--- config.mk ---
export PLATFORM = sky130hd
export DESIGN_NAME = ps_jump_ctrl_flat
export DESIGN_NICKNAME = d
export VERILOG_FILES = /design/src/rtl/ps_ctrl_pkg.sv /design/src/rtl/ps_jump_ctrl_if.sv /design/src/rtl/ps_instr_decode.sv /design/src/rtl/ps_jump_ctrl.sv /design/src/flat_wrapper.sv
export SDC_FILE = /design/constraint.sdc
export NUM_CORES = 1
export LEC_CHECK = 0
export BUFFER_PORTS_ARGS = -buffer_cell sky130_fd_sc_hd__buf_4
export CAP_MARGIN = 20
export CELL_PAD_IN_SITES_DETAIL_PLACEMENT = 0
export CELL_PAD_IN_SITES_GLOBAL_PLACEMENT = 1
export CORE_MARGIN = 3
export CORE_UTILIZATION = 39
export DETAILED_ROUTE_END_ITERATION = 8
export HOLD_SLACK_MARGIN = 0.06
export PLACE_DENSITY_LB_ADDON = 0.1
export SKIP_LAST_GASP = 1
export SLEW_MARGIN = 20
export SYNTH_ARGS = -nofsm -noshare
export SYNTH_HDL_FRONTEND = slang
export SYNTH_SLANG_ARGS = --single-unit
--- constraint.sdc ---
create_clock -name clk -period 2.67 [get_ports clk]
set_clock_uncertainty 0.15 [all_clocks]
set_input_delay 0.534 -clock clk [delete_from_list [all_inputs] [get_ports clk]]
set_output_delay 0.534 -clock clk [all_outputs]
set_load 0.005 [all_outputs]
--- src/rtl/ps_ctrl_pkg.sv ---
// ---------------------------------------------------------------------------
// ps_ctrl_pkg
//   Shared types and opcode constants for the program_sequencer control
//   front end (ps_jump_ctrl and its instruction decoder).
// ---------------------------------------------------------------------------
package ps_ctrl_pkg;

  typedef enum logic [1:0] {
    RST_HOLD = 2'd0,
    RUN      = 2'd1,
    HALT     = 2'd2
  } ps_state_t;

  localparam logic [3:0] OP_JMP     = 4'hE;  // unconditional jump, low nibble = page
  localparam logic [3:0] OP_JNZ     = 4'hD;  // jump if zero flag clear
  localparam logic [7:0] INSTR_NOP  = 8'h00;
  localparam logic [7:0] INSTR_HALT = 8'h0F;

endpackage

--- src/rtl/ps_jump_ctrl_if.sv ---
// ---------------------------------------------------------------------------
// ps_jump_ctrl_if
//   Signal bundle between ps_jump_ctrl and its environment
//   (program ROM, ALU flag source, program_sequencer).
//   slave  : the controller (consumes pm_data/ALU flags, drives sequencer ctrl)
//   master : the environment side
// ---------------------------------------------------------------------------
interface ps_jump_ctrl_if #(
  parameter int CNT_W = 8
);
  logic [7:0]       pm_data;       // instruction byte at pm_addr
  logic             alu_zero;      // ALU result is zero
  logic             alu_zero_vld;  // alu_zero carries a flag update this cycle
  logic             ext_halt;      // external halt request (level)
  logic             sync_reset;    // program_sequencer sync reset
  logic             jmp;           // unconditional jump
  logic             jmp_nz;        // jump if not zero
  logic             dont_jmp;      // effective zero flag
  logic [3:0]       jmp_addr;      // target page, pm_addr = {jmp_addr,4'h0}
  logic [7:0]       ir;            // instruction register
  logic             halted;        // parked in HALT
  logic [CNT_W-1:0] taken_cnt;     // saturating taken-branch count

  modport slave (
    input  pm_data, alu_zero, alu_zero_vld, ext_halt,
    output sync_reset, jmp, jmp_nz, dont_jmp, jmp_addr, ir, halted, taken_cnt
  );

  modport master (
    output pm_data, alu_zero, alu_zero_vld, ext_halt,
    input  sync_reset, jmp, jmp_nz, dont_jmp, jmp_addr, ir, halted, taken_cnt
  );
endinterface

--- src/rtl/ps_instr_decode.sv ---
// ---------------------------------------------------------------------------
// ps_instr_decode
//   Pure combinational decode of the instruction register.
//   i_ir      : instruction byte
//   o_is_jmp  : ir[7:4] == OP_JMP
//   o_is_jnz  : ir[7:4] == OP_JNZ
//   o_is_halt : ir == INSTR_HALT
//   o_addr    : branch target page (ir[3:0])
// ---------------------------------------------------------------------------
module ps_instr_decode
  import ps_ctrl_pkg::*;
(
  input  logic [7:0] i_ir,
  output logic       o_is_jmp,
  output logic       o_is_jnz,
  output logic       o_is_halt,
  output logic [3:0] o_addr
);
  assign o_is_jmp  = (i_ir[7:4] == OP_JMP);
  assign o_is_jnz  = (i_ir[7:4] == OP_JNZ);
  assign o_is_halt = (i_ir == INSTR_HALT);
  assign o_addr    = i_ir[3:0];
endmodule

--- src/rtl/ps_jump_ctrl.sv ---
// ---------------------------------------------------------------------------
// ps_jump_ctrl
//   Control front end for program_sequencer: holds sync_reset after power-up,
//   decodes the fetched byte into jmp / jmp_nz / dont_jmp / jmp_addr, tracks
//   the ALU zero flag, squashes the one in-flight fetch after a taken branch,
//   parks the core on HALT and counts taken branches.
//   clk     : rising-edge clock
//   reset_n : async active-low reset
//   bus     : ps_jump_ctrl_if.slave (ROM byte, ALU flag, halt in; sequencer
//             controls, ir, halted, taken_cnt out)
// ---------------------------------------------------------------------------
module ps_jump_ctrl
  import ps_ctrl_pkg::*;
#(
  parameter int         RST_CYCLES = 2,      // 1..15
  parameter logic [3:0] HALT_PAGE  = 4'hF,
  parameter int         CNT_W      = 8
) (
  input  logic           clk,
  input  logic           reset_n,
  ps_jump_ctrl_if.slave  bus
);

  ps_state_t        r_state, w_state_nxt;
  logic [3:0]       r_rst_cnt;
  logic             r_z_flag;
  logic             r_flush;
  logic [7:0]       r_ir;
  logic [CNT_W-1:0] r_taken_cnt;

  logic             w_is_jmp, w_is_jnz, w_is_halt;
  logic [3:0]       w_addr;
  logic             w_dont_jmp, w_br_en, w_taken;

  ps_instr_decode u_dec (
    .i_ir      (r_ir),
    .o_is_jmp  (w_is_jmp),
    .o_is_jnz  (w_is_jnz),
    .o_is_halt (w_is_halt),
    .o_addr    (w_addr)
  );

  // Same-cycle bypass so a flag update can steer the branch it arrives with.
  assign w_dont_jmp = bus.alu_zero_vld ? bus.alu_zero : r_z_flag;
  // ext_halt overrides any branch decoded in the same cycle.
  assign w_br_en    = (r_state == RUN) && !bus.ext_halt && !r_flush;
  assign w_taken    = w_br_en && (w_is_jmp || (w_is_jnz && !w_dont_jmp));

  always_comb begin
    w_state_nxt    = r_state;
    bus.sync_reset = 1'b0;
    bus.jmp        = 1'b0;
    bus.jmp_nz     = 1'b0;
    bus.jmp_addr   = 4'h0;
    bus.halted     = 1'b0;
    case (r_state)
      RST_HOLD: begin
        bus.sync_reset = 1'b1;
        if (r_rst_cnt == 4'(RST_CYCLES - 1)) w_state_nxt = RUN;
      end
      RUN: begin
        bus.jmp    = w_br_en && w_is_jmp;
        bus.jmp_nz = w_br_en && w_is_jnz;
        if (w_br_en && (w_is_jmp || w_is_jnz)) bus.jmp_addr = w_addr;
        if (bus.ext_halt || w_is_halt) w_state_nxt = HALT;
      end
      HALT: begin
        // Re-issue the park jump every cycle so pm_addr stays on HALT_PAGE.
        bus.jmp      = 1'b1;
        bus.jmp_addr = HALT_PAGE;
        bus.halted   = 1'b1;
      end
      default: w_state_nxt = RST_HOLD;
    endcase
  end

  always_ff @(posedge clk or negedge reset_n) begin
    if (!reset_n) begin
      r_state     <= RST_HOLD;
      r_rst_cnt   <= 4'd0;
      r_z_flag    <= 1'b0;
      r_flush     <= 1'b0;
      r_ir        <= INSTR_NOP;
      r_taken_cnt <= '0;
    end else begin
      r_state <= w_state_nxt;
      if (r_state == RST_HOLD) r_rst_cnt <= r_rst_cnt + 4'd1;
      if (bus.alu_zero_vld) r_z_flag <= bus.alu_zero;
      // The byte arriving on the taken edge is the sequential fetch from the
      // branch cycle; it is dropped right there so the target byte lands in ir
      // two edges after the branch. r_flush marks that squashed NOP slot.
      r_flush <= w_taken;
      if (r_state == RUN && w_state_nxt == RUN && !w_taken) r_ir <= bus.pm_data;
      else                                                  r_ir <= INSTR_NOP;
      if (w_taken && r_taken_cnt != '1) r_taken_cnt <= r_taken_cnt + CNT_W'(1);
    end
  end

  assign bus.dont_jmp  = w_dont_jmp;
  assign bus.ir        = r_ir;
  assign bus.taken_cnt = r_taken_cnt;

endmodule
--- src/flat_wrapper.sv ---
// flat-port wrapper written by rule: the top's interface ports become plain ports
module ps_jump_ctrl_flat import ps_ctrl_pkg::*;
#(
  parameter int         RST_CYCLES = 2,              
  parameter logic [3:0] HALT_PAGE  = 4'hF,
  parameter int         CNT_W      = 8
)
  (clk, reset_n, bus_pm_data, bus_alu_zero, bus_alu_zero_vld, bus_ext_halt, bus_sync_reset, bus_jmp, bus_jmp_nz, bus_dont_jmp, bus_jmp_addr, bus_ir, bus_halted, bus_taken_cnt);
  ps_jump_ctrl_if #(.CNT_W(CNT_W)) bus_i ();
  input  logic clk;
  input  logic reset_n;
  input wire logic [$bits(bus_i.pm_data)-1:0] bus_pm_data;
  input wire logic [$bits(bus_i.alu_zero)-1:0] bus_alu_zero;
  input wire logic [$bits(bus_i.alu_zero_vld)-1:0] bus_alu_zero_vld;
  input wire logic [$bits(bus_i.ext_halt)-1:0] bus_ext_halt;
  output wire logic [$bits(bus_i.sync_reset)-1:0] bus_sync_reset;
  output wire logic [$bits(bus_i.jmp)-1:0] bus_jmp;
  output wire logic [$bits(bus_i.jmp_nz)-1:0] bus_jmp_nz;
  output wire logic [$bits(bus_i.dont_jmp)-1:0] bus_dont_jmp;
  output wire logic [$bits(bus_i.jmp_addr)-1:0] bus_jmp_addr;
  output wire logic [$bits(bus_i.ir)-1:0] bus_ir;
  output wire logic [$bits(bus_i.halted)-1:0] bus_halted;
  output wire logic [$bits(bus_i.taken_cnt)-1:0] bus_taken_cnt;
  assign bus_i.pm_data = bus_pm_data;
  assign bus_i.alu_zero = bus_alu_zero;
  assign bus_i.alu_zero_vld = bus_alu_zero_vld;
  assign bus_i.ext_halt = bus_ext_halt;
  assign bus_sync_reset = bus_i.sync_reset;
  assign bus_jmp = bus_i.jmp;
  assign bus_jmp_nz = bus_i.jmp_nz;
  assign bus_dont_jmp = bus_i.dont_jmp;
  assign bus_jmp_addr = bus_i.jmp_addr;
  assign bus_ir = bus_i.ir;
  assign bus_halted = bus_i.halted;
  assign bus_taken_cnt = bus_i.taken_cnt;
  ps_jump_ctrl #(.RST_CYCLES(RST_CYCLES), .HALT_PAGE(HALT_PAGE), .CNT_W(CNT_W)) u_core (.clk(clk), .reset_n(reset_n), .bus(bus_i));
endmodule
Yosys cells after proc, flatten, opt, wreduce, memory -nomap -nowiden
Index checks and enable logic that the tools add are counted.
{"block": "word_totals", "ff_bits": 24, "inputBits": 13, "output_inout_bits": 25, "word_cells": 45}
{"block": "op_classes", "add_sub_neg": 2, "n_eq_ne": 8, "mux": 11, "n_reduce_logical": 18}
{"op": "logical AND 1 bit", "n": 10}
{"op": "adder 8 x 1 -> 8 bit (second input constant)", "n": 1}
{"op": "== test 4 bit (second input constant)", "n": 2}
{"op": "== test 8 x 4 -> 1 bit (second input constant)", "n": 1}
{"op": "two-way mux 8 bit", "n": 1}
{"op": "inequality test 8 bit (second input constant)", "n": 1}
{"op": "one-hot mux 4 bit (2 select lines)", "n": 1}
{"op": "one-hot mux 2 bit (3 select lines)", "n": 1}
{"op": "adder 4 x 1 -> 4 bit (second input constant)", "n": 1}
{"op": "== test 2 x 1 -> 1 bit (second input constant)", "n": 2}
{"op": "== test 4 x 1 -> 1 bit (second input constant)", "n": 1}
{"op": "logical NOT 1 bit", "n": 4}
{"op": "two-way mux 1 bit", "n": 4}
{"op": "two-way mux 2 bit", "n": 2}
{"op": "two-way mux 4 bit", "n": 1}
{"op": "logical OR 1 bit", "n": 3}
{"op": "== test 2 bit (second input constant)", "n": 1}
{"op": "logical NOT 2 bit", "n": 1}
{"op": "one-hot mux 1 bit (2 select lines)", "n": 1}

Depth between registers and ports, before layout
{"block": "logic_depth", "depth_word": 8, "depth_mapped": 8, "mapped_depth_nobuf": 6}

Cells and area by module
From an unflattened synthesis, not the netlist that was laid out.
{"block": "hier_totals", "cells_unflattened": 115, "area_unflattened_um2": 1256.2}
{"module": "ps_jump_ctrl", "instances": 1, "cells_each": 105, "area_each_um2": 1179.9, "seq_area_each_um2": 600.6}
{"module": "ps_instr_decode", "instances": 1, "cells_each": 10, "area_each_um2": 76.3, "seq_area_each_um2": 0.0}

Worst setup path before layout
OpenSTA, ideal clock, no wires.
{"block": "synth_path", "kind": "register to output", "startpoint": "reg u_core.r_state[1]", "endpoint": "out bus_jmp", "arrival_ps": 1425, "setup_slack_ps": 561, "stages_incl_launch_ff": 9, "path_buffers": 2, "cell_sequence": "dfrtp_1 inv_1 ha_1 buf_6 and2b_4 nand3_4 buf_6 nor2b_1 o21a_1"}
{"block": "synth_via", "elab_chain_len": 5, "word_cells_on_any_way": 6, "cone_classes": "eq/ne: 2; mux: 1; reduce/logical: 3"}
{"element": "start: declaration", "line_no": "ps_jump_ctrl.sv:24", "source": "ps_state_t r_state, w_state_nxt;"}
{"element": "start signal: assignment", "line_no": "ps_jump_ctrl.sv:86", "source": "r_state <= w_state_nxt;"}
{"element": "== test 2 x 1 -> 1 bit", "line_no": "ps_jump_ctrl.sv:46, ps_jump_ctrl.sv:56"}
{"element": "logical AND 1 bit (2 in series)", "line_no": "ps_jump_ctrl.sv:46", "source": "assign w_br_en = (r_state == RUN) && !bus.ext_halt && !r_flush;"}
{"element": "logical AND 1 bit", "line_no": "ps_jump_ctrl.sv:62", "source": "bus.jmp = w_br_en && w_is_jmp;"}
{"element": "one-hot mux 1 bit (2 select lines) (*)", "line_no": "ps_jump_ctrl.sv:56", "source": "case (r_state)"}
{"element": "end: declaration", "line_no": "flat_wrapper.sv:17", "source": "output wire logic [$bits(bus_i.jmp)-1:0] bus_jmp;"}
Mark *: on every way between the ends. The rest lies on a longest branch, timed or not.

Worst setup path in the final report
Same ends and word-level chain as after synthesis.

==> metrics.txt <==
Seq cells post-synth 24; max-slew violation count 0; Row Count 20; Power Dens Cells 698.8 nW/um^2; Core Box Area 3153 sq um; maximum vdd drop 0.3281 mV; multi-input logic area ~680 sq um; area of the mapped netlist 1338 sq um; CTS Buffer Depth 2; drt total wl 2739 um; register area 600.6 sq um; Max-Cap Viols 0; Final nets 175; via count 1010; post-synthesis cell count 115; Vias per Instance 5.101; synthesized area per cell 11.63 sq um; DRC errors left 0; most common cell in the synthesized netlist dfrtp_1; clk root buf clkbuf_4; Yosys cell types 35; Primary FF master, synth dfrtp_1; top cells by area, synth dfrtp_1 (45%), ha_1 (6.5%), nor4_2 (6.5%); TritonCTS clock tree built; fin crit share 0.9432; Routed Antenna Nets 0; setup TNS 0 ns; largest area contributor in the netlist dfrtp_1; Initial DRC Count 64; Max Clk Rate 397.1 MHz; Ys Warns 0; Port Buffers 37; Avg WL per Cell between 10 and 15 um; RSZ-0062 raised after global routing no; die area 4168 sq um; total global routing overflow 0; io pins 38; vias in the first global route 986; initial antenna violation count 0; worst r2r dst u_core.bus.ir[7]; Layout area overhead 26.29%; GRT Util Overall 0.1373; hold path start bus_pm_data[0]; critical path startpoint category flip-flop; width of the die between 60 and 70 um; gp weighted congestion 0.7685; Setup violations, final 0; R2R cell count 6; total setup buffers inserted after CTS 0; ys async rst share 1.000; # clock sinks 24; Tmin final 2.518 ns; Hold EP u_core.bus.ir[0]; CTS Hold Buffers Added 1; H-tree levels 1; post-cts sizing count 0; later-pin clock latency in the skew report about 0.3 ns; Synthesized Nets 135; filler cell count between 200 and 300; post-DP HPWL 2017 um; largest net degree at the start of global routing 25; Initial Util 0.4242; WS Path Type reg2out; EDFF count, synth 0; FF-to-FF setup slack ~0.58 ns; Pleak 0.8134 nW; relative slew slack 0.6066; diode count 0; critical path peak fanout 11; first-pass GRT wire length between 4000 and 5000 um; status finished clean; area fraction of the dominant cell type after synthesis 0.4490; Setup crit end kind primary output; Clock Pin Slew Worst Setup and Hold Paths 0.13 ns; Worst Hold Slack roughly 0.31 ns; final hold vios 0; Min-Delay Path Class in2reg; Die Ht 64.56 um; CP Data Required Time 1.99 ns; Commonest cells post-synth dfrtp_1 (24), nand3_1 (10), nor2b_1 (8), nor3_1 (8), xor2_1 (8); DRT Pass-1 Iters 4; WP data arrival ~1.8 ns; Num CTS Buffers 3; Hold Path Depth 3; worst-margin pin slew 0.5901 ns; RR Startpoint u_core.r_state[1]; share of cells above drive strength 1 0.3701; register area share after synthesis 0.4490
state kept, by name, indices dropped and copies added, names as in the netlist:
| name | cells |
|---|---|
| u_core.r_z_flag | 1 |
| u_core.r_state | 2 |
| u_core.bus.taken_cnt | 8 |
| u_core.r_rst_cnt | 4 |
| u_core.bus.ir | 8 |
| u_core.r_flush | 1 |
worst max-delay path by stage:
| stage | end | cells after the start | start | slack, ns |
|---|---|---|---|---|
| 5_1_grt | bus_jmp_addr[0] | 7 | u_core.r_state[1] | 0.02 |
| 2_1_floorplan | bus_jmp | 8 | u_core.r_state[1] | 0.56 |
| 4_1_cts | bus_jmp_addr[3] | 7 | u_core.r_state[1] | 0.14 |
| 3_5_place_dp | bus_jmp_addr[3] | 6 | bus_ext_halt | 0.48 |
| 6_report | bus_jmp | 7 | u_core.r_state[1] | 0.15 |
| 3_3_place_gp | bus_jmp_addr[3] | 6 | bus_ext_halt | 0.49 |
layout make-up:
| class | count | share of cell area |
|---|---|---|
| clock buffers | 4 | 0.02148 |
| inverters | 5 | 0.01111 |
| multi-input cells | 82 | 0.4044 |
| flip-flops and latches | 24 | 0.3556 |
| well taps | 44 | 0.03259 |
| repair buffers | 39 | 0.1748 |
stage by stage:
stage               total power [mW]    util  cell area (sq um)  worst slack (ns)  instances
finish                         1.180  0.5357               1689            0.1516        198
global route                   1.259  0.5357               1689           0.02203        198
floorplan                     0.8390       -               1338            0.5613        115
detailed placement            0.9993  0.5210               1643            0.4811        193
global placement              0.9925  0.5210               1643            0.4904        193
CTS                            1.194  0.5357               1689            0.1361        198
cell families after synthesis:
logic type / after synthesis / share of synthesized area
muxes: 3 / 0.02339
and+or+nand+nor: 49 / 0.2638
DFF: 24 / 0.4490
adders and majority gates: 7 / 0.06548
xor gates and xnor gates: 10 / 0.06549
AOI/OAI and AO/OA: 13 / 0.09263
buffers and inverters: 9 / 0.04022
report_power, final:
group          switching [mW]  leakage [nW]  internal, mW
clock                   0.106        0.0210        0.0831
sequential             0.0606         0.323         0.419
combinational           0.283         0.470         0.229
total                   0.450         0.813         0.731
cells in the final DEF, fill, tap and decap left out:
cell type and count:
a21oi_4 1, clkbuf_8 1, o21a_1 1, o32ai_2 1, nor2b_1 8, mux2i_1 2, and4_1 3, a21oi_1 4
a21oi_2 1, mux2_1 1, nor3_2 1, nor4_2 7, xor2_1 8, a21boi_1 1, a211oi_1 1, nand2_1 1
nor2_1 2, nand3_4 1, dlygate4sd3_1 1, and2b_4 1, nand4_1 4, nor3_1 8, o2111a_1 1, o31a_1 1
buf_4 38, nand3_1 10, dfrtp_1 24, nand4bb_1 1, a211oi_4 1, clkbuf_4 3, and2_1 1, inv_2 1
and2b_1 1, ha_1 7, xnor2_1 2, inv_1 4
per-layer routing:
layer  GRT usage  wire, um
met5           0         0
met4     0.03958        19
met3     0.02426       133
met2      0.2332      1330
met1      0.1785      1256
critical path: stages, from the launching register on:
cell and delay, ns:
dfrtp_1 0.49, inv_1 0.10, ha_1 0.20, and2b_4 0.18, nand3_4 0.17, nor2b_1 0.07
o21a_1 0.18, buf_4 0.13
(Power assumes the default switching activity.)
